`config.mk`:
```
export PLATFORM = sky130hd
export DESIGN_NAME = st_pack_stage_flat
export DESIGN_NICKNAME = d
export VERILOG_FILES = /design/src/rtl/st_pack_stage_if.sv /design/src/rtl/st_pack_stage.sv /design/src/flat_wrapper.sv
export SDC_FILE = /design/constraint.sdc
export NUM_CORES = 1
export LEC_CHECK = 0
export CAP_MARGIN = 20
export CORE_MARGIN = 1
export CORE_UTILIZATION = 55
export CTS_BUF_LIST = sky130_fd_sc_hd__clkbuf_8 sky130_fd_sc_hd__clkbuf_16
export DETAILED_ROUTE_END_ITERATION = 16
export PLACE_DENSITY = 0.93
export SYNTH_ARGS = -nofsm -noshare
export SYNTH_HDL_FRONTEND = slang
export SYNTH_HIERARCHICAL = 1
export SYNTH_SLANG_ARGS = --single-unit
```
`constraint.sdc`:
```
create_clock -name clk -period 6.1 [get_ports clk]
set_input_delay 0.61 -clock clk [delete_from_list [all_inputs] [get_ports clk]]
set_output_delay 0.61 -clock clk [all_outputs]
set_load 0.02 [all_outputs]
```
`src/rtl/st_pack_stage_if.sv`:
```
// st_pack_stage_if: handshake bundle for the width-up packer.
//   Beat side : i_vld, i_rdy, data_i[IW], i_last
//   Word side : o_vld, o_rdy, data_o[IW*RATIO], o_cnt[CW], o_last
//   slave  modport : the packer's view (consumes beats, produces words)
//   master modport : the surrounding environment's view
interface st_pack_stage_if #(
    parameter int IW    = 8,
    parameter int RATIO = 4,
    parameter int CW    = $clog2(RATIO) + 1
);
    logic                 i_vld;
    logic                 i_rdy;
    logic [IW-1:0]        data_i;
    logic                 i_last;
    logic                 o_vld;
    logic                 o_rdy;
    logic [IW*RATIO-1:0]  data_o;
    logic [CW-1:0]        o_cnt;
    logic                 o_last;

    modport slave (
        input  i_vld, data_i, i_last, o_rdy,
        output i_rdy, o_vld, data_o, o_cnt, o_last
    );

    modport master (
        output i_vld, data_i, i_last, o_rdy,
        input  i_rdy, o_vld, data_o, o_cnt, o_last
    );
endinterface

```
`src/rtl/st_pack_stage.sv`:
```
// st_pack_stage: valid/ready width-up packer. Collects RATIO beats of IW bits
// (or fewer when i_last closes the word early) into one IW*RATIO word held in
// a registered output slot. The accumulator keeps filling while the slot is
// stalled; only the completing beat has to wait for a free slot.
//   clk, rst : clock, synchronous active-high reset
//   bus      : st_pack_stage_if.slave (beat input side, word output side)
//
// st_pack_lane: one IW-bit lane of the accumulator plus the matching lane of
// the output slot.
//   cnt  : current lane counter of the packer
//   wr   : a non-completing beat is accepted this cycle
//   load : a completing beat is accepted this cycle (slot load)
//   beat : the incoming beat
//   word : this lane of data_o

module st_pack_lane #(
    parameter int IW   = 8,
    parameter int LANE = 0,
    parameter int CNTW = 2
) (
    input  logic            clk,
    input  logic            rst,
    input  logic [CNTW-1:0] cnt,
    input  logic            wr,
    input  logic            load,
    input  logic [IW-1:0]   beat,
    output logic [IW-1:0]   word
);
    localparam logic [CNTW-1:0] LANE_IDX = CNTW'(LANE);

    logic [IW-1:0] acc;

    always_ff @(posedge clk) begin
        if (rst) begin
            acc  <= '0;
            word <= '0;
        end else if (load) begin
            // Lanes below cnt come from the accumulator, lane cnt from the
            // completing beat, lanes above cnt are unused in a short word.
            acc <= '0;
            if (LANE_IDX < cnt)
                word <= acc;
            else if (LANE_IDX == cnt)
                word <= beat;
            else
                word <= '0;
        end else if (wr && (cnt == LANE_IDX)) begin
            acc <= beat;
        end
    end
endmodule

module st_pack_stage #(
    parameter int IW        = 8,
    parameter int RATIO     = 4,
    parameter bit CUT_READY = 1'b0,
    parameter int CW        = $clog2(RATIO) + 1
) (
    input  logic               clk,
    input  logic               rst,
    st_pack_stage_if.slave     bus
);
    localparam int              CNTW     = $clog2(RATIO);
    localparam logic [CNTW-1:0] LAST_IDX = CNTW'(RATIO - 1);

    logic [CNTW-1:0]            cnt;
    logic                       o_vld;
    logic [CW-1:0]              o_cnt;
    logic                       o_last;
    logic [RATIO-1:0][IW-1:0]   word;

    logic at_last;
    logic slot_free;
    logic hs;
    logic done;
    logic wr;

    assign at_last   = (cnt == LAST_IDX);
    assign slot_free = CUT_READY ? ~o_vld : (~o_vld | bus.o_rdy);

    // Ready never looks at i_vld: only a completing beat needs the slot.
    assign bus.i_rdy = slot_free | (~at_last & ~bus.i_last);

    assign hs   = bus.i_vld & bus.i_rdy;
    assign done = hs & (at_last | bus.i_last);
    assign wr   = hs & ~done;

    always_ff @(posedge clk) begin
        if (rst) begin
            cnt    <= '0;
            o_vld  <= 1'b0;
            o_cnt  <= '0;
            o_last <= 1'b0;
        end else begin
            if (done)
                cnt <= '0;
            else if (hs)
                cnt <= cnt + 1'b1;

            // A load wins over a pop, so pop+load keeps o_vld high.
            if (done) begin
                o_vld  <= 1'b1;
                o_cnt  <= CW'(cnt) + 1'b1;
                o_last <= bus.i_last;
            end else if (o_vld && bus.o_rdy) begin
                o_vld <= 1'b0;
            end
        end
    end

    for (genvar g = 0; g < RATIO; g++) begin : g_lane
        st_pack_lane #(
            .IW   (IW),
            .LANE (g),
            .CNTW (CNTW)
        ) u_lane (
            .clk  (clk),
            .rst  (rst),
            .cnt  (cnt),
            .wr   (wr),
            .load (done),
            .beat (bus.data_i),
            .word (word[g])
        );
    end

    assign bus.o_vld  = o_vld;
    assign bus.data_o = word;
    assign bus.o_cnt  = o_cnt;
    assign bus.o_last = o_last;
endmodule

```
`src/flat_wrapper.sv`:
```
// flat-port wrapper written by rule: the top's interface ports become plain ports
module st_pack_stage_flat 
#(
    parameter int IW        = 8,
    parameter int RATIO     = 4,
    parameter bit CUT_READY = 1'b0,
    parameter int CW        = $clog2(RATIO) + 1
)
  (clk, rst, bus_i_vld, bus_data_i, bus_i_last, bus_o_rdy, bus_i_rdy, bus_o_vld, bus_data_o, bus_o_cnt, bus_o_last);
  st_pack_stage_if #(.IW(IW), .RATIO(RATIO), .CW(CW)) bus_i ();
  input  logic clk;
  input  logic rst;
  input wire logic [$bits(bus_i.i_vld)-1:0] bus_i_vld;
  input wire logic [$bits(bus_i.data_i)-1:0] bus_data_i;
  input wire logic [$bits(bus_i.i_last)-1:0] bus_i_last;
  input wire logic [$bits(bus_i.o_rdy)-1:0] bus_o_rdy;
  output wire logic [$bits(bus_i.i_rdy)-1:0] bus_i_rdy;
  output wire logic [$bits(bus_i.o_vld)-1:0] bus_o_vld;
  output wire logic [$bits(bus_i.data_o)-1:0] bus_data_o;
  output wire logic [$bits(bus_i.o_cnt)-1:0] bus_o_cnt;
  output wire logic [$bits(bus_i.o_last)-1:0] bus_o_last;
  assign bus_i.i_vld = bus_i_vld;
  assign bus_i.data_i = bus_data_i;
  assign bus_i.i_last = bus_i_last;
  assign bus_i.o_rdy = bus_o_rdy;
  assign bus_i_rdy = bus_i.i_rdy;
  assign bus_o_vld = bus_i.o_vld;
  assign bus_data_o = bus_i.data_o;
  assign bus_o_cnt = bus_i.o_cnt;
  assign bus_o_last = bus_i.o_last;
  st_pack_stage #(.IW(IW), .RATIO(RATIO), .CUT_READY(CUT_READY), .CW(CW)) u_core (.clk(clk), .rst(rst), .bus(bus_i));
endmodule
```
==> summary.txt, run 1 <==
Layout
  • Count of non-filler cells in the finished layout: roughly 410
  • Share of layout cells above drive strength 1: 0.161
  • Antenna diode instance count: 0
  • Post-Layout Inst Area: between 3000 and 4000 µm²
  • Relative area change from synthesis to final layout: 21.0%
  • Fillcell total: roughly 400
  • Number of nets in the layout: 350

Synth
  • Most numerous cell in the Yosys netlist: sky130_fd_sc_hd__dfxtp_1
  • Post-Synthesis Net Count: 310
  • Post-synthesis sequential element count: 63
  • EDFF count, synth: 0
  • Fraction of synthesis flops using an asynchronous set or reset pin: 0
  • Top cell type by total area after synthesis: sky130_fd_sc_hd__dfxtp_1
  • Prevailing post-synth register cell: sky130_fd_sc_hd__dfxtp_1
  • Part of the Yosys area used for sequential elements: 0.415
  • Synthesized instance count: slightly below 300
  • Dominant cells by area after synthesis: sky130_fd_sc_hd__dfxtp_1 (42%), sky130_fd_sc_hd__nor3b_1 (12%), sky130_fd_sc_hd__mux2_4 (8.4%), sky130_fd_sc_hd__a311oi_1 (4.6%), sky130_fd_sc_hd__mux2i_1 (3.0%)
  • Synth unique cells: 38
  • Mapped Area: around 3000 µm²
  • Area fraction of the dominant cell type after synthesis: 0.415
  • Syn Area/Cell: 10.3 µm²
  • Warning count from the yosys run: 6
  • Leading post-synthesis cells by instance count: sky130_fd_sc_hd__dfxtp_1 (63), sky130_fd_sc_hd__nor3b_1 (48), sky130_fd_sc_hd__nor2_1 (18), sky130_fd_sc_hd__mux2_4 (17), sky130_fd_sc_hd__a311oi_1 (16)

Detailed routing
  • Initial DRT Pass Iterations: 4
  • Number of DRC markers after the initial detailed-route iteration: roughly 160
  • Routed via count: 2377
  • Total Routed Length: ~6500 µm
  • Routed len/inst: 15.8 µm
  • Remaining antenna violation count after routing: 0
  • Detailed-route vias per instance: just under 6
  • Post-detailed-route DRC marker count: 0

Power
  • Switching share of power: 0.255
  • Leakage component of the power: 0.00126 µW
  • Gate power share: 0.143
  • Clock network fraction of design power: 0.355
  • VDD IR-drop max: 0.203 mV
  • Sequential group share of total power: 0.502
  • NetSw: between 200 and 250 µW
  • Power per cell area: 234 nW/µm²
  • Internal Dissipation: ~640 µW
  • Overall Power: 861 µW

Setup path
  • Sort of element at the end of the critical path: flip-flop
  • Required time of the worst setup path: around 6400 ps
  • Critical path's slowest cell: sky130_fd_sc_hd__buf_4
  • Kind of start point of the critical path: primary input
  • CP Buf/Inv Count: 2
  • Timing startpoint of the critical path: bus_i_last
  • Launching point of the worst reg2reg path: u_core/cnt[0]$_SDFFE_PP0P_
  • Max Fanout on Critical Path: 101
  • Delay-heaviest family, CP: buffers and inverters
  • List of cells traversed by the critical path: clkdlybuf4s50_1 -> nor2_2 -> nor3b_4 -> buf_4 -> nand3b_1 -> o2bb2ai_1
  • CP max stage delay: between 700 and 800 ps
  • Setup Crit Path Kind: in -> reg
  • Data arrival time of the critical path: 2810 ps

STA
  • Final min period: about 2600 ps
  • Relative max-transition margin: 0.381
  • RSZ-0062 raised after global routing: false
  • Final hold viol count: 0
  • Share of the cycle needed by the critical path after routing: 0.418
  • Actual slew at the worst max-slew pin: 929 ps
  • Max Fclk: a little under 400 MHz
  • Setup violation total in the final timing report: 0
  • Fin Setup TNS: 0 ps
  • Slew Limit Fails: 0
  • Clock Skew: 6.78 ps

Die
  • Initial cell density of the core: 0.583
  • Total number of placement rows: 26
  • Die Wd: around 76 µm
  • Core area: approximately 5200 µm²
  • Die area: slightly below 6000 µm²
  • Vertical die dimension: approximately 76 µm
  • Ports placed on the boundary: 51

Clocking
  • Post-CTS Hold Fix Bufs: 0
  • Resize count post-CTS: 0
  • Clock transition at the registers of the reported paths: 60 ps
  • Post-CTS repair timing setup buffer count: 0
  • Worst-Skew Late Latency: between 300 and 400 ps
  • Clock root buffer: sky130_fd_sc_hd__clkbuf_8
  • Total number of clock tree sinks: 63
  • Worst-case clock buffer depth: 2
  • H-tree depth: 3
  • Inserted Clock Buffers: 9
  • CTS tree: yes

Placement
  • Cell Count Post-Placement: 395
  • IO buf count: 50
  • RePlAce Congestion: between 0.7 and 0.8
  • Hpwl dp: a little over 4000 µm
  • Cell area reported after detailed placement: roughly 3500 µm²

GRT
  • Maximum number of pins on one net before global-route repair: just over 100
  • GRT overflow: 0
  • Wire length of the first global-routing pass: between 10000 and 15000 µm
  • Total routing resource utilization after global routing: 0.238
  • Number of global-route vias before repair: 2251
  • Number of antenna violations at the first check in global routing: 0

Worst hold path
  • Path type of the worst min-delay path: reg -> reg
  • Source of the worst hold timing path: u_core/bus.o_cnt[2]$_SDFFE_PP0P_

Flow run
  • Max Cap Violations: 0

Status
  • Outcome: completed
registers in the layout, summed over array words and instances (netlist names):
signal,count
u_core/g_lane.u_lane/acc,24
u_core/bus.o_vld,1
u_core/bus.o_last,1
u_core/g_lane.u_lane/word,32
u_core/bus.o_cnt,3
u_core/cnt,2
tightest hold or removal path, cell delays in order (launching register included):
cell and delay, ps:
sky130_fd_sc_hd__dfxtp_1 310, sky130_fd_sc_hd__nand2_1 50, sky130_fd_sc_hd__o22ai_1 60
stage by stage:
step	worst slack [ps]	hold WS, ps	utilization
detailed placement	3240	452	0.673
finish	3550	463	0.706
floorplan	3860	454	-
global placement	3350	446	0.673
CTS	3600	464	0.706
global route	3370	476	0.706
placed cells by master, fill, tap and decap left out, drive strengths merged:
cell type	count
mux2	25
or3b	8
nand2b	9
dfxtp	63
nor3b	50
nand3b	9
clkbuf	11
a21oi	8
inv	8
mux2i	9
nand2	12
nand4	8
o22ai	1
a22o	1
and3	1
and3b	2
o21a	2
a311oi	16
o2bb2ai	8
a211oi	1
nand3	1
ha	1
nor2	20
o32ai	1
clkdlybuf4s50	49
o21ai	9
nor2b	3
buf	5
routing by layer:
metal,vias to the layer above,track usage,part of all wire
met5,-,0,0
met1,1143,0.286,0.43
met2,59,0.386,0.50
li1,1166,-,-
met3,9,0.0778,0.052
met4,0,0.104,0.018
final timing paths:
| check | cells past startpoint | slack (ps) | to |
|---|---|---|---|
| max reg2reg | 6 | 3790 | u_core/g_lane[2].u_lane/word[1]$_SDFFE_PP0P_ |
| max | 6 | 3550 | u_core/g_lane[2].u_lane/word[1]$_SDFFE_PP0P_ |
| min | 2 | 460 | u_core/bus.o_cnt[2]$_SDFFE_PP0P_ |
| min reg2reg | 2 | 460 | u_core/bus.o_cnt[2]$_SDFFE_PP0P_ |
area by class of cell:
cell class / count / area, µm² / share of cell area
Clock buffer: 11 / 151 / 0.0412
Clock inverter: 5 / 18.8 / 0.00511
Inverter: 3 / 11.3 / 0.00306
Multi-Input combinational cell: 205 / 1620 / 0.441
Sequential cell: 63 / 1260 / 0.343
Tap cell: 70 / 87.6 / 0.0238
Timing Repair Buffer: 54 / 526 / 0.143
power by group through the flow:
stage,sequential (µW),clock [µW],combinational [µW]
3_3_place_gp,440,0,119
3_5_place_dp,440,0,122
6_report,432,306,123
5_1_grt,433,338,133
2_1_floorplan,452,0,68.0
4_1_cts,431,315,123
kinds of logic after synthesis:
| group | Yosys count | synth area share |
|---|---|---|
| flip-flops | 63 | 0.415 |
| AO/OA/AOI/OAI | 47 | 0.117 |
| multiplexers | 34 | 0.143 |
| buffers and inverters | 28 | 0.0515 |
| adder cells (fa/ha/maj) | 1 | 0.00412 |
| AND/OR/NAND/NOR | 123 | 0.269 |
Power figures use the tool's default switching activity.
==> inputs of run 2 (changes only) <==
Settings changed: CORE_UTILIZATION 55 to 53, PLACE_DENSITY 0.93 to 0.91.
Clock period 6.1 ns to 2.6 ns, I/O delays scaled along.
==> run 2 against run 1 <==
Worst setup slack lost 2900 ps. Critical path depth is the same. Register-to-register slack lost 3100 ps. Non-clock buffer count grew 5. Count of clock-buffer cells in the layout grew 2. Sequential share of layout area shrank 0.70 points. Global-route usage grew 0.19 points. Final area grew 2.1%. Sequential power grew 130%. Clock power grew to 2.7 times the previous value. Critical path type is now reg -> reg. Largest power group unchanged.
==> summary.txt, run 2 (same netlist as run 1, synthesis figures left out) <==
Clocking
  • Post-CTS Hold Fix Bufs: 0 (unchanged)
  • CTS tree: yes (unchanged)
  • Clock root buffer: sky130_fd_sc_hd__clkbuf_8 (unchanged)
  • Resize count post-CTS: 0 (unchanged)
  • Inserted Clock Buffers: 9 (unchanged)
  • Post-CTS repair timing setup buffer count: 0 (unchanged)
  • Total number of clock tree sinks: 63 (unchanged)
  • Worst-case clock buffer depth: 2 (unchanged)
  • H-tree depth: 3 (unchanged)
  • Worst-Skew Late Latency: 340 ps (about the same)
  • Clock transition at the registers of the reported paths: 60 ps (about the same)

STA
  • Clock Skew: 6.21 ps (was 6.78 ps)
  • Share of the cycle needed by the critical path after routing: 0.745
  • Final hold slack: 416 ps (was 463 ps)
  • Relative max-transition margin: 0.649 (was 0.381)
  • Fin Setup TNS: 0 ps (unchanged)
  • Setup violation total in the final timing report: 0 (unchanged)
  • Max Fclk: about 520 MHz
  • Final min period: around 1900 ps
  • Slew Limit Fails: 0 (unchanged)
  • RSZ-0062 raised after global routing: false (unchanged)
  • Final hold viol count: 0 (unchanged)
  • Actual slew at the worst max-slew pin: 527 ps (was 929 ps)

Setup path
  • Sort of element at the end of the critical path: flip-flop (unchanged)
  • Timing startpoint of the critical path: u_core/cnt[0]$_SDFFE_PP0P_ (was bus_i_last)
  • Required time of the worst setup path: 2820 ps (was 6360 ps)
  • Max Fanout on Critical Path: 8 (was 101)
  • Kind of start point of the critical path: flip-flop (was primary input)
  • Setup Crit Path Kind: reg -> reg (was in -> reg)
  • Launching point of the worst reg2reg path: u_core/cnt[0]$_SDFFE_PP0P_ (unchanged)
  • Data arrival time of the critical path: 2160 ps (was 2810 ps)

Power
  • VDD IR-drop max: 0.315 mV (was 0.203 mV)
  • Leakage component of the power: 0.00128 µW (was 0.00126 µW)
  • Power per cell area: 565 nW/µm² (was 234 nW/µm²)

Detailed routing
  • Total Routed Length: 6540 µm (was 6480 µm)
  • Initial DRT Pass Iterations: 4 (unchanged)
  • Routed via count: 2406 (was 2377)
  • Routed len/inst: 15.6 µm (was 15.8 µm)
  • Detailed-route vias per instance: 5.76 (was 5.78)
  • Remaining antenna violation count after routing: 0 (unchanged)
  • Post-detailed-route DRC marker count: 0 (unchanged)
  • Number of DRC markers after the initial detailed-route iteration: 144 (was 162)

Layout
  • Number of nets in the layout: 355 (was 350)
  • Count of non-filler cells in the finished layout: 418 (was 411)
  • Antenna diode instance count: 0 (unchanged)
  • Leading cell types in the layout, fill and taps excluded: sky130_fd_sc_hd__dfxtp_1 (63), sky130_fd_sc_hd__clkdlybuf4s50_1 (49), sky130_fd_sc_hd__nor3b_1 (48) (unchanged)
  • Most flop-heavy register: u_core/g_lane.u_lane/word (unchanged)
  • Share of layout cells above drive strength 1: 0.188 (was 0.161)
  • Registers with the highest flip-flop counts: u_core/g_lane.u_lane/word: 32 flops, u_core/g_lane.u_lane/acc: 24 flops, u_core/bus.o_cnt: 3 flops (unchanged)
  • Final core utilization: 0.681 (was 0.706)
  • Relative area change from synthesis to final layout: 23.5% (was 21.0%)
  • Post-Layout Inst Area: 3750 µm² (was 3670 µm²)
  • Flip-flop count of the largest register, all copies and words added: 32 (unchanged)
  • Most common library cell in the layout ignoring fill and taps: sky130_fd_sc_hd__dfxtp_1 (unchanged)

Die
  • Total number of placement rows: 27 (was 26)
  • Initial cell density of the core: 0.551 (was 0.583)
  • Core area: 5510 µm² (was 5200 µm²)
  • Die area: 6040 µm² (was 5820 µm²)
  • Die Wd: 77.7 µm (was 76.3 µm)
  • Ports placed on the boundary: 51 (unchanged)
  • Vertical die dimension: 77.7 µm (was 76.3 µm)

Placement
  • Cell Count Post-Placement: 402 (was 395)
  • Hpwl dp: 4150 µm (was 4040 µm)
  • IO buf count: 50 (unchanged)
  • RePlAce Congestion: 0.786 (was 0.761)
  • Cell area reported after detailed placement: 3560 µm² (was 3500 µm²)

GRT
  • Number of antenna violations at the first check in global routing: 0 (unchanged)
  • GRT overflow: 0 (unchanged)
  • Wire length of the first global-routing pass: 11200 µm (was 10800 µm)
  • Number of global-route vias before repair: 2361 (was 2251)
  • Maximum number of pins on one net before global-route repair: 53 (was 102)
  • Total routing resource utilization after global routing: 0.239 (was 0.238)

Status
  • Outcome: completed (unchanged)

Worst hold path
  • Source of the worst hold timing path: rst (was u_core/bus.o_cnt[2]$_SDFFE_PP0P_)
  • Path type of the worst min-delay path: in -> reg (was reg -> reg)

Flow run
  • Max Cap Violations: 0 (unchanged)
-- run 2: cell types whose count changed in the layout (fill, tap and decap cells not counted) --
cell | previous run | this run
sky130_fd_sc_hd__clkbuf_8 | 11 | 13
sky130_fd_sc_hd__buf_4 | 4 | 8
sky130_fd_sc_hd__buf_12 | 0 | 1
sky130_fd_sc_hd__inv_1 | 8 | 3
sky130_fd_sc_hd__clkinv_2 | 0 | 3
-- run 2: where the power goes --
group          internal [µW]  switching (µW)  leakage, µW
logic                    134             164     0.000666
registers                996            15.4     0.000512
clock network            445             366     0.000105
-- run 2: worst paths after layout --
path | endpoint | slack (ps) | depth (start not counted)
worst min register to register | u_core/g_lane[2].u_lane/word[3]$_SDFFE_PP0P_ | 470 | 1
worst max-delay path | u_core/g_lane[2].u_lane/acc[5]$_SDFFE_PP0P_ | 660 | 6
worst min-delay path | u_core/cnt[0]$_SDFFE_PP0P_ | 420 | 2
worst max register to register | u_core/g_lane[2].u_lane/acc[5]$_SDFFE_PP0P_ | 660 | 6
-- run 2: cell type report --
cell class,instances,area (µm²)
Timing Repair Buffer,59,576
Inverter,3,11.3
Sequential cell,63,1260
Multi-Input combinational cell,205,1620
Tap cell,72,90.1
Clock buffer,13,179
Fill cell,422,1760
Clock inverter,3,15.0
-- run 2: critical path, stage by stage (launching register included) --
cell and delay (ps):
sky130_fd_sc_hd__dfxtp_1 310, sky130_fd_sc_hd__ha_1 230, sky130_fd_sc_hd__nor2_2 190, sky130_fd_sc_hd__nand2_1 120, sky130_fd_sc_hd__inv_1 110, sky130_fd_sc_hd__and3b_1 510, sky130_fd_sc_hd__mux2_4 350
-- run 2: stage by stage --
step / setup slack (ps) / power [µW]
6_report: 662 / 2120
3_5_place_dp: 464 / 1330
4_1_cts: 650 / 2130
5_1_grt: 581 / 2210
2_1_floorplan: 363 / 1220
3_3_place_gp: 517 / 1320
-- run 2: layer usage --
layer,routed length [µm],global-route usage,part of all wire,vias up
li1,-,-,-,1174
met1,2910,0.282,0.44,1149
met2,3100,0.390,0.47,61
met3,240,0.0412,0.037,22
met4,291,0.177,0.045,0
met5,0,0,0,-
==> RTL change 1 (settings of run 2) <==
`CUT_READY` is set to 1'b0 in 2 places; all go to 1'b1.
--- a/src/rtl/st_pack_stage.sv
+++ b/src/rtl/st_pack_stage.sv
@@ -55,3 +55,3 @@
     parameter int RATIO     = 4,
-    parameter bit CUT_READY = 1'b0,
+    parameter bit CUT_READY = 1'b1,
     parameter int CW        = $clog2(RATIO) + 1
--- a/src/flat_wrapper.sv
+++ b/src/flat_wrapper.sv
@@ -5,3 +5,3 @@
     parameter int RATIO     = 4,
-    parameter bit CUT_READY = 1'b0,
+    parameter bit CUT_READY = 1'b1,
     parameter int CW        = $clog2(RATIO) + 1
Function: changed (Yosys sat finds a counterexample within 4 cycles, from zero or initial values and one cycle with rst high).
==> RTL change 1 against run 2 <==
Non-clock buffer count down 1; hold slack worse by 0.21 ns; sequential share of layout area up 0.26 points; worst setup slack worse by 0.19 ns; power up 4.6%; synthesized area down 1.5%; fmax down 8.9%; core utilization up 2.5 points; cell area down 0.77%; wire length down 2.7%; sequential cell count unchanged; clock power up 13%; critical path type is now flop to output port; critical endpoint is now bus_i_rdy; largest power group unchanged.
==> RTL change 1: results (changes against run 2) <==
Root Driver clkbuf_8 (unchanged); # H-tree levels 3 (unchanged); ANT cells 0 (unchanged); routability cong. 0.800 (was 0.786); share of layout cells above drive strength 1 17.4% (was 18.8%); Critical Path Sink bus_i_rdy (was u_core/g_lane[2].u_lane/acc[5]); dpl cells 398 (was 402); multi-input logic area 0.00159 mm² (was 0.00162 mm²); synth top area cells dfxtp_1 42%, nor3b_1 12%, mux2_4 8.0% (was dfxtp_1 42%, nor3b_1 12%, mux2_4 8.4%); HP Class input pin to flop (unchanged); post-cts resize count 0 (unchanged); cts bufs inserted 9 (unchanged); distinct cell type count after synthesis 33 (was 38); Placement Cell Area 0.00351 mm² (was 0.00356 mm²); Post-DP HPWL 3840 µm (was 4150 µm); Skew-Pair Late Insertion Delay roughly 0.35 ns; CTS clk-pin slew, worst paths 0.07 ns; YS warnings 6 (unchanged); first-pass GRT wire length 10800 µm (was 11200 µm); worst path arrival time 1.87 ns (was 2.16 ns); Cells after Synth 295 (was 296); Layout fillers 408 (was 422); vias in the first global route 2243 (was 2361); dominant synthesized flop cell dfxtp_1 (unchanged); status finished, final reports clean (unchanged); Post CTS Setup Buffer Count 0 (unchanged); worst slew pin tran 0.528 ns (was 0.527 ns); RR Endpoint u_core/g_lane[2].u_lane/acc[2] (was u_core/g_lane[2].u_lane/acc[5]); initial antenna violation count 0 (unchanged); drt initial violations 152 (was 144); Via-to-Cell Ratio 5.79 (was 5.76); Buffers on Ports 50 (unchanged); Reg2Reg Depth 5 (was 6); clock skew 0.00732 ns (was 0.00621 ns); final wirelength 6360 µm (was 6540 µm); crit share post-route 81.8% (was 74.5%); Async SR Flop Fraction 0% (unchanged); 1st-pass router iterations 4 (unchanged); biggest registers after layout u_core/g_lane.u_lane/word (32), u_core/g_lane.u_lane/acc (24), u_core/bus.o_cnt (3) (unchanged); global router's overall resource usage 23.5% (was 23.9%); Reg2Reg Setup Slack 0.77 ns (was 0.66 ns); Max IR drop VDD 0.370 mV (was 0.315 mV); type of origin of the critical path flop (unchanged); synth cell count leaders 63 x dfxtp_1, 48 x nor3b_1, 18 x nor2_1 (unchanged); reg-to-reg startpoint u_core/cnt[0] (unchanged); Lkg Pwr 1.25 nW (was 1.28 nW); sequential area share after synthesis 42.2% (was 41.5%); Critical Path Fanout Max 3 (was 8); Clock Path Buffers 2 (unchanged); Syn Nets 309 (was 310); DR WL/cell 15.4 µm (was 15.6 µm); largest net degree at the start of global routing 68 (was 53); pre-CTS setup slack 0.534 ns (was 0.464 ns); Layout Nets 353 (was 355)
[RTL change 1: cell types whose count changed after synthesis, moves of 2 or more]
cell / change
nand3b_1: +2
a21oi_1: +6
nand2_1: -2
o21ai_0: +2
inv_1: -2
[RTL change 1: critical path, cell delays in order (launching register included)]
cell             delay [ns]
dfxtp_1                0.32
ha_1                   0.23
o21ai_0                0.30
clkdlybuf4s50_1        0.67
[RTL change 1: kinds of logic (layout without fill, tap and decap cells)]
family | Yosys count | after routing | share of synthesized area (%)
adders and majority gates | 1 | 1 | 0.418
AOI/OAI and AO/OA | 52 | 52 | 12.0
muxes | 32 | 32 | 13.7
buffers and inverters | 26 | 75 | 4.98
DFF | 63 | 63 | 42.2
and+or+nand+nor | 121 | 121 | 26.7
[RTL change 1: through the flow]
step | total power, W | hold WS [ns] | util [%]
2_1_floorplan | 0.00121 | 0.329 | -
3_3_place_gp | 0.00131 | 0.447 | 66.6
3_5_place_dp | 0.00132 | 0.446 | 66.6
4_1_cts | 0.00223 | 0.202 | 70.6
5_1_grt | 0.00231 | 0.222 | 70.6
6_report | 0.00222 | 0.209 | 70.6
[RTL change 1: area by class of cell]
type                            count  share of cell area [%]
Sequential cell                    63                    33.9
Clock buffer                        9                    3.33
Multi-Input combinational cell    206                    42.7
Timing Repair Buffer               58                    15.3
Tap cell                           70                    2.35
Inverter                            1                   0.101
Clock inverter                      7                    2.39
[RTL change 1: worst min path at each step]
stage,startpoint,end,slack (ns),cells past startpoint
after global routing,rst,u_core/g_lane[0].u_lane/word[5],0.22,2
final,rst,u_core/g_lane[0].u_lane/word[5],0.21,2
after global placement,u_core/bus.o_last,u_core/bus.o_last,0.45,2
after detailed placement,u_core/g_lane[2].u_lane/word[2],u_core/g_lane[2].u_lane/word[2],0.45,1
after CTS,rst,u_core/g_lane[0].u_lane/word[5],0.20,2
after floorplan,rst,u_core/bus.o_cnt[0],0.33,1
[RTL change 1: power by group]
group          internal [W]  total, W  switching [W]  leakage, nW
clock network      0.000532  0.000917       0.000385        0.106
registers          0.000995   0.00101      0.0000155        0.512
logic              0.000129  0.000289       0.000160        0.636
total               0.00166   0.00222       0.000561         1.25
[RTL change 1: routing by layer]
layer | track usage [%] | wire, µm | share of wire (%)
met5 | 0 | 0 | 0
met2 | 36.5 | 3020 | 48
met3 | 7.62 | 310 | 4.9
met4 | 8.87 | 82 | 1.3
met1 | 30.1 | 2950 | 46
==> RTL change 2 (settings of run 2) <==
Without the edit above. Make the reset (`rst`) asynchronous in 2 clocked blocks. Comments in the files are not updated.
--- a/src/rtl/st_pack_stage.sv
+++ b/src/rtl/st_pack_stage.sv
@@ -32,3 +32,3 @@
 
-    always_ff @(posedge clk) begin
+    always_ff @(posedge clk or posedge rst) begin
         if (rst) begin
@@ -87,3 +87,3 @@
 
-    always_ff @(posedge clk) begin
+    always_ff @(posedge clk or posedge rst) begin
         if (rst) begin
Function: differs if rst is asserted again (counterexample within 4 cycles, from zero or initial values and one cycle with rst high); with rst held inactive, the same outputs for 10 cycles.
==> RTL change 2 against run 2 <==
Hold slack lost 0.086 ns; worst setup slack worse by 0.18 ns; via count is 5.9% lower; cell area is 3.4% higher; clock skew shrank 0.0037 ns; final cell count grew 1.2%; sequential cell count unchanged; first-iteration DRC count up 35%; synthesized area increased by 3.5%; critical path depth fell by 2; critical endpoint is now bus_i_rdy; wire length up 1.1%; largest cell class is now flip-flops and latches.
Power is not compared: it rests on default switching activity, and its combinational part moved more than twofold at a synthesized area within 25%.
==> RTL change 2: results (changes against run 2) <==
Clock Path Buffers 2 (unchanged); routability cong. 0.739 (was 0.786); 1st-pass router iterations 4 (unchanged); Buffers on Ports 50 (unchanged); status finished, final reports clean (unchanged); Async SR Flop Fraction 100% (was 0%); Int Pwr about 0.0026 W; dpl cells 408 (was 402); max-cap violations 0 (unchanged); first-pass GRT wire length 10800 µm (was 11200 µm); sequential area share after synthesis 50.2% (was 41.5%); Root Driver clkbuf_8 (unchanged); clock skew 0.00250 ns (was 0.00621 ns); # H-tree levels 3 (unchanged); fin cells 423 (was 418); Max IR drop VDD about 0.58 mV; YS warnings 6 (unchanged); Lkg Pwr 1.66 nW; crit path from u_core/cnt[0] (unchanged); largest net degree at the start of global routing 49 (was 53); Layout fillers 437 (was 422); cts bufs inserted 9 (unchanged); initial antenna violation count 0 (unchanged); Layout Nets 361 (was 355); Critical Path Fanout Max 5 (was 8); global router's overall resource usage 23.1% (was 23.9%); vias in the first global route 2259 (was 2361); Post-DP HPWL 4330 µm (was 4150 µm); Via-to-Cell Ratio 5.35 (was 5.76); biggest registers after layout u_core/g_lane.u_lane/word (32), u_core/g_lane.u_lane/acc (24), u_core/bus.o_cnt (3) (unchanged); share of layout cells above drive strength 1 12.3% (was 18.8%); Skew-Pair Late Insertion Delay 0.34 ns (about the same); Post CTS Setup Buffer Count 0 (unchanged); post-cts resize count 0 (unchanged); EDFF count, synth 0 (unchanged); HP Class input pin to async pin (was input pin to flop); CTS clk-pin slew, worst paths 0.06 ns (about the same); distinct cell type count after synthesis 32 (was 38); Syn Nets 309 (was 310); CP max-delay cell clkdlybuf4s50_1 (was and3b_1); syn_area_per_cell 10.7 µm² (was 10.3 µm²); Worst path max stage delay 0.59 ns (was 0.51 ns); worst slew pin tran 0.604 ns (was 0.527 ns); ANT cells 0 (unchanged); synth cell count leaders 63 x dfrtp_1, 48 x nand2b_1, 33 x mux2i_1 (was 63 x dfxtp_1, 48 x nor3b_1, 18 x nor2_1); worst path arrival time 1.86 ns (was 2.16 ns); drt initial violations 195 (was 144); Hold Violations, Final 0 (unchanged); synth top area cells dfrtp_1 50%, mux2i_1 11%, nand2b_1 9.6% (was dfxtp_1 42%, nor3b_1 12%, mux2_4 8.4%); final wirelength 6610 µm (was 6540 µm)
[RTL change 2: kinds of logic (layout without fill, tap and decap cells)]
logic type | after synthesis | count (layout) | synth area share [%]
AO/OA/AOI/OAI | 46 | 46 | 10.7
adder cells (fa/ha/maj) | 1 | 1 | 0.398
buffers and inverters | 42 | 98 | 7.01
flip-flops | 63 | 63 | 50.2
multiplexers | 34 | 34 | 11.0
AND/OR/NAND/NOR | 109 | 109 | 20.7
[RTL change 2: layer usage]
metal,share of wire [%],track usage (%),up-vias
met5,0,0,-
met4,1.2,11.5,0
met3,3.6,4.25,8
met2,52,38.2,55
met1,43,29.0,1109
li1,-,-,1093
[RTL change 2: final cells by class]
class	count	area (µm²)	area share [%]
Sequential cell	63	1580	40.6
Multi-Input combinational cell	190	1350	34.7
Timing Repair Buffer	59	581	15.0
Clock buffer	11	151	3.90
Inverter	24	90.1	2.32
Tap cell	72	90.1	2.32
Clock inverter	4	45.0	1.16
[RTL change 2: power by group through the flow]
| stage | clock network (W) | logic [W] | registers (W) |
|---|---|---|---|
| 2_1_floorplan | 0 | 0.000795 | 0.00178 |
| 5_1_grt | 0.000900 | 0.00182 | 0.00153 |
| 4_1_cts | 0.000857 | 0.00170 | 0.00150 |
| 3_3_place_gp | 0 | 0.00164 | 0.00150 |
| 6_report | 0.000846 | 0.00169 | 0.00150 |
| 3_5_place_dp | 0 | 0.00169 | 0.00151 |
[RTL change 2: worst paths after layout]
kind | to | slack, ns | depth (start not counted)
max in group asynchronous | u_core/g_lane[0].u_lane/acc[6] | 1.74 | 2
max | bus_i_rdy | 0.48 | 4
max reg2reg | u_core/g_lane[1].u_lane/acc[0] | 0.78 | 7
min | u_core/cnt[1] | 0.33 | 2
min reg2reg | u_core/bus.o_last | 0.49 | 1
min in group clk | u_core/bus.o_last | 0.49 | 1
[RTL change 2: metrics by stage]
step	total power (W)	cell area, µm²	util, %	hold slack [ns]	setup WS, ns
global route	0.00425	3880	69.2	0.367	0.426
finish	0.00404	3880	69.2	0.330	0.479
floorplan	0.00257	3140	-	0.0634	0.716
detailed placement	0.00320	3680	65.7	0.477	0.571
global placement	0.00314	3680	65.7	0.475	0.642
CTS	0.00406	3880	69.2	0.325	0.473
[RTL change 2: worst max-delay path, delay by kind of cell, from the launching register on]
family / cells / cell delay, ns
flops: 1 / 0.39
fa+ha+maj: 1 / 0.24
simple gates: 2 / 0.31
buf+inv: 1 / 0.59
